## config.mk

```make
export PLATFORM = sky130hd
export DESIGN_NAME = if_fetch
export DESIGN_NICKNAME = d
export VERILOG_FILES = /design/src/rtl/if_fetch.sv
export SDC_FILE = /design/constraint.sdc
export NUM_CORES = 1
export LEC_CHECK = 0
export CORE_ASPECT_RATIO = 1.1
export CORE_MARGIN = 8
export CORE_UTILIZATION = 50
export CTS_BUF_LIST = sky130_fd_sc_hd__clkbuf_4 sky130_fd_sc_hd__clkbuf_8
export CTS_CLUSTER_SIZE = 16
export DETAILED_ROUTE_END_ITERATION = 8
export PLACE_DENSITY = 0.86
export SYNTH_ARGS = -nofsm -noshare
export SYNTH_HDL_FRONTEND = slang
export SYNTH_SLANG_ARGS = --single-unit
export TNS_END_PERCENT = 20
```

## constraint.sdc

```tcl
create_clock -name clk -period 3.2 [get_ports clk]
set_input_delay 0.32 -clock clk [delete_from_list [all_inputs] [get_ports clk]]
set_output_delay 0.32 -clock clk [all_outputs]
set_load 0.02 [all_outputs]
```

## src/rtl/if_fetch.sv

```systemverilog
// Instruction-fetch stage: owns the PC, issues instruction SRAM reads and the IF->ID bus.
// A branch resolved while IF is stalled is latched and replayed when the stall releases.
module if_fetch #(
  parameter logic [31:0] RESET_PC    = 32'hBFBF_FFFC,
  parameter int          IF_TO_ID_WD = 33,
  parameter int          STALL_WD    = 6,
  parameter int          BR_WD       = 33
) (
  input  logic                   clk,
  input  logic                   rst,
  input  logic [STALL_WD-1:0]    stall,
  input  logic [BR_WD-1:0]       br_bus,
  output logic [IF_TO_ID_WD-1:0] if_to_id_bus,
  output logic                   inst_sram_en,
  output logic [3:0]             inst_sram_wen,
  output logic [31:0]            inst_sram_addr,
  output logic [31:0]            inst_sram_wdata
);

  typedef enum logic [1:0] {
    BOOT = 2'd0,
    RUN  = 2'd1,
    HOLD = 2'd2
  } state_t;

  state_t      state, state_nxt;
  logic [31:0] pc_reg, pc_nxt;
  logic        ce_reg, ce_nxt;
  logic        br_pend, pend_nxt;
  logic [31:0] br_tgt_r, tgt_nxt;

  logic        stop;
  logic        br_e;
  logic [31:0] br_addr;
  logic [31:0] next_pc;
  logic        unused_stall_bits;

  assign stop              = stall[0];
  assign br_e              = br_bus[BR_WD-1];
  assign br_addr           = br_bus[31:0];
  assign unused_stall_bits = ^stall[STALL_WD-1:1];

  // An already-latched redirect outranks a branch arriving on the release cycle.
  assign next_pc = br_pend ? br_tgt_r :
                   br_e    ? br_addr  :
                             pc_reg + 32'd4;

  always_ff @(posedge clk or posedge rst) begin
    if (rst) begin
      state    <= BOOT;
      pc_reg   <= RESET_PC;
      ce_reg   <= 1'b0;
      br_pend  <= 1'b0;
      br_tgt_r <= 32'd0;
    end else begin
      state    <= state_nxt;
      pc_reg   <= pc_nxt;
      ce_reg   <= ce_nxt;
      br_pend  <= pend_nxt;
      br_tgt_r <= tgt_nxt;
    end
  end

  always_comb begin
    state_nxt = state;
    pc_nxt    = pc_reg;
    ce_nxt    = ce_reg;
    pend_nxt  = br_pend;
    tgt_nxt   = br_tgt_r;
    unique case (state)
      BOOT: begin
        ce_nxt    = 1'b1;
        pc_nxt    = RESET_PC + 32'd4;
        state_nxt = RUN;
      end
      RUN: begin
        if (!stop) begin
          pc_nxt = next_pc;
        end else begin
          if (br_e) begin
            pend_nxt = 1'b1;
            tgt_nxt  = br_addr;
          end
          state_nxt = HOLD;
        end
      end
      HOLD: begin
        if (stop) begin
          if (br_e) begin
            pend_nxt = 1'b1;
            tgt_nxt  = br_addr;
          end
        end else begin
          pc_nxt    = next_pc;
          pend_nxt  = 1'b0;
          state_nxt = RUN;
        end
      end
      default: begin
        state_nxt = BOOT;
      end
    endcase
  end

  assign if_to_id_bus    = {ce_reg, pc_reg};
  assign inst_sram_en    = ce_reg;
  assign inst_sram_addr  = pc_reg;
  assign inst_sram_wen   = 4'b0000;
  assign inst_sram_wdata = 32'd0;

endmodule

```

==> out/metrics.cfg <==
[critical_path]
worst-path-max-fanout = 11
r2r_slack_ns = 0.64
cp-end-kind = flip-flop
r2r_end = inst_sram_addr[19]
cp.arrival_ns = 2.86
critPathLaunchType = flip-flop
worst-setup-path-type = flip-flop to flip-flop
rr_startpoint = state[0]
critical_path_required_ns = 3.50
rr_worst_depth = 6

[synth]
synth-seq-cells = 68
synth_edf_count = 0
synth_top_cell_by_area = dfrtp_1
async_flop_share = 1.000
syn_area_um2 = 4433
synth_area_per_cell_um2 = 9.432
seq_area_frac_synth = 0.3918
synth_area_leaders = dfrtp_1 23%, dfstp_2 17%, buf_4 12%
ys.flop_type = dfrtp_1
synth_cell_types = 60
yosysWarnings = 0
syn_inst = 470
synth_top_cell_area_share = 0.2258

[detailed_routing]
drtPass1Iterations = 5
wl_met1_mm = 4.724
vias_per_cell = 5.988
postRouteAntennaNets = 0
wl_met3_mm = 1.082
drc = 0
dr_total_vias = 3892
drt_iter0_markers = 305
topRoutingLayerUsed = met4
wl_met2_mm = 6.125
wl_per_cell_um = 18.82
routed_wl_mm = 12.23

[clock_network]
clock_sinks = 68
cts-root-buf = clkbuf_8
post_cts_buffers = 0
cts_inserted_buffers = 9
cts_tree = built
cts_hold_buf = 0
htree_num_levels = 3
cts_resized = 0
cts_max_path_buffers = 2
clk_pin_slew_ns = 0.08
insertion_delay_ns = 0.36

[placement]
post-place-ws_ns = 0.6733
dpl_cell_area_um2 = 5170
port_buffers = 101
place.gp.congestion = 0.8409
dpl.hpwl_mm = 8.718
dp.cells = 634

[global_route]
grt_pass1_vias = 3788
grt-ovfl-total = 0
antenna_found_initial = 0
grt_start_max_net_pins = 69
grt_usage = 0.1970
grt_pass1_wl_mm = 19.33

[timing]
timing_max_transition_violations_final = 0
fin_skew_ns = 0.01052
max_freq_ghz = 0.3901
rsz0062_at_grt = no
hold_ws_ns = 0.4991
setup_violations = 0
min_period_ns = 2.563
worst_pin_slew_ns = 0.8790
finalSetupTns_ns = 0
finalHoldViolations = 0
fin_ws_ns = 0.6369
post-route-period-util = 0.8010
relSlewSlack = 0.4140

[finish]
drive_gt1_frac = 0.1828
syn_to_final_growth_pct = 21.65
final_area_um2 = 5393
stdcell_count = 650
fillCellCount = 712
final_nets = 577
multi_input_area_um2 = 2145
num_antenna_cells = 0
fin_util = 0.6171
regArea_um2 = 1737

[min_path]
hold_start = br_tgt_r[31]
worstHoldPathType = flip-flop to flip-flop
hold_depth = 2
hold_end = br_tgt_r[31]

[die]
initial_core_util = 0.5073
core-area_um2 = 8738
die_height_um = 114.8
io_pins = 143
core.rowCount = 36
dieArea_um2 = 12140
dieWidth_um = 105.8

[pwr]
ir_drop_mv = 0.5724
p_leak_nw = 2.089
p_total_mw = 5.084
cellPowerDensity_nw_per_um2 = 942.7

[flow_run]
drv_cap = 0

[outcome]
status = finished clean

## area by class of cell
cell class                      instances  share of cell area
Multi-Input combinational cell        324              0.3977
Sequential cell                        68              0.3220
Timing Repair Buffer                  110              0.2000
Tap cell                              114             0.02645
Clock buffer                            9             0.02297
Clock inverter                          7             0.01833
Inverter                               18             0.01253
## where the power goes
group / switching (mW) / internal, mW / total, mW
logic: 1.37 / 1.16 / 2.53
registers: 0.416 / 1.32 / 1.74
clock network: 0.367 / 0.444 / 0.811
## cell usage in the layout, fill, tap and decap left out, types with 6 or more instances in the layout
cell	count
clkdlybuf4s50_1	101
dfrtp_1	40
conb_1	36
mux2_2	31
nand2_1	29
dfstp_2	28
o21ai_0	20
nor2_1	17
a21oi_1	17
inv_1	16
nand3_1	14
nor3_1	14
o211ai_1	12
o22ai_1	12
nor4_1	11
o221ai_1	9
clkbuf_8	9
buf_4	9
o2bb2ai_1	8
nand4_1	8
a211oi_1	7
a22oi_1	6
## cell families after synthesis
| kind of cell | after synthesis | synth area share |
|---|---|---|
| and+or+nand+nor | 130 | 0.1623 |
| adders and majority gates | 5 | 0.01411 |
| AOI/OAI and AO/OA | 119 | 0.1905 |
| buffers and inverters | 113 | 0.1552 |
| DFF | 68 | 0.3918 |
| xor gates and xnor gates | 1 | 0.001976 |
| other | 1 | 0.0008459 |
| muxes | 33 | 0.08326 |
## worst max path at each step
stage | depth (start not counted) | endpoint | slack, ns | from
final | 6 | inst_sram_addr[19] | 0.64 | state[0]
after global routing | 6 | inst_sram_addr[22] | 0.43 | state[0]
after CTS | 6 | inst_sram_addr[19] | 0.66 | state[0]
after detailed placement | 6 | inst_sram_addr[19] | 0.67 | state[0]
after global placement | 5 | inst_sram_addr[20] | 0.73 | stall[0]
after floorplan | 6 | inst_sram_addr[20] | 0.91 | inst_sram_addr[2]
## critical path: stages (launching register included)
cell	delay [ns]
dfrtp_1	0.42
inv_1	0.09
ha_1	0.48
nor3b_2	0.64
o221a_2	0.35
or4b_1	0.44
nand3_1	0.10
## sequential cells by signal (all words and copies together) (netlist names)
register	flops
br_pend	1
inst_sram_addr	32
inst_sram_en	1
state	2
br_tgt_r	32
## layer usage
layer,up-vias,global-route usage
met1,1896,0.2307
met4,0,0.08638
li1,1759,-
met2,208,0.3314
met5,-,0
met3,29,0.05437
## cells in the mapped netlist, types with 2 or more instances
| cell | n |
|---|---|
| buf_4 | 69 |
| dfrtp_1 | 40 |
| mux2_2 | 31 |
| nand2_1 | 29 |
| dfstp_2 | 28 |
| clkbuf_1 | 21 |
| o21ai_0 | 20 |
| a21oi_1 | 17 |
| inv_1 | 17 |
| nor2_1 | 17 |
| nand3_1 | 14 |
| nor3_1 | 14 |
| o211ai_1 | 12 |
| o22ai_1 | 12 |
| nor4_1 | 11 |
| o221ai_1 | 9 |
| nand4_1 | 8 |
| o2bb2ai_1 | 8 |
| a211oi_1 | 7 |
| a22oi_1 | 6 |
| a311oi_1 | 5 |
| ha_1 | 5 |
| nor2b_1 | 5 |
| a22o_1 | 4 |
| and2_1 | 4 |
| buf_2 | 4 |
| nor3b_1 | 4 |
| and4_1 | 3 |
| nand2b_1 | 3 |
| o31ai_1 | 3 |
| or2_2 | 3 |
| a221o_1 | 2 |
| and3_1 | 2 |
| mux2i_1 | 2 |
| nand4b_1 | 2 |
| o221a_2 | 2 |
| o22a_1 | 2 |
| or3b_2 | 2 |
| or4_1 | 2 |
No activity file was read; power rests on OpenSTA's default activity.
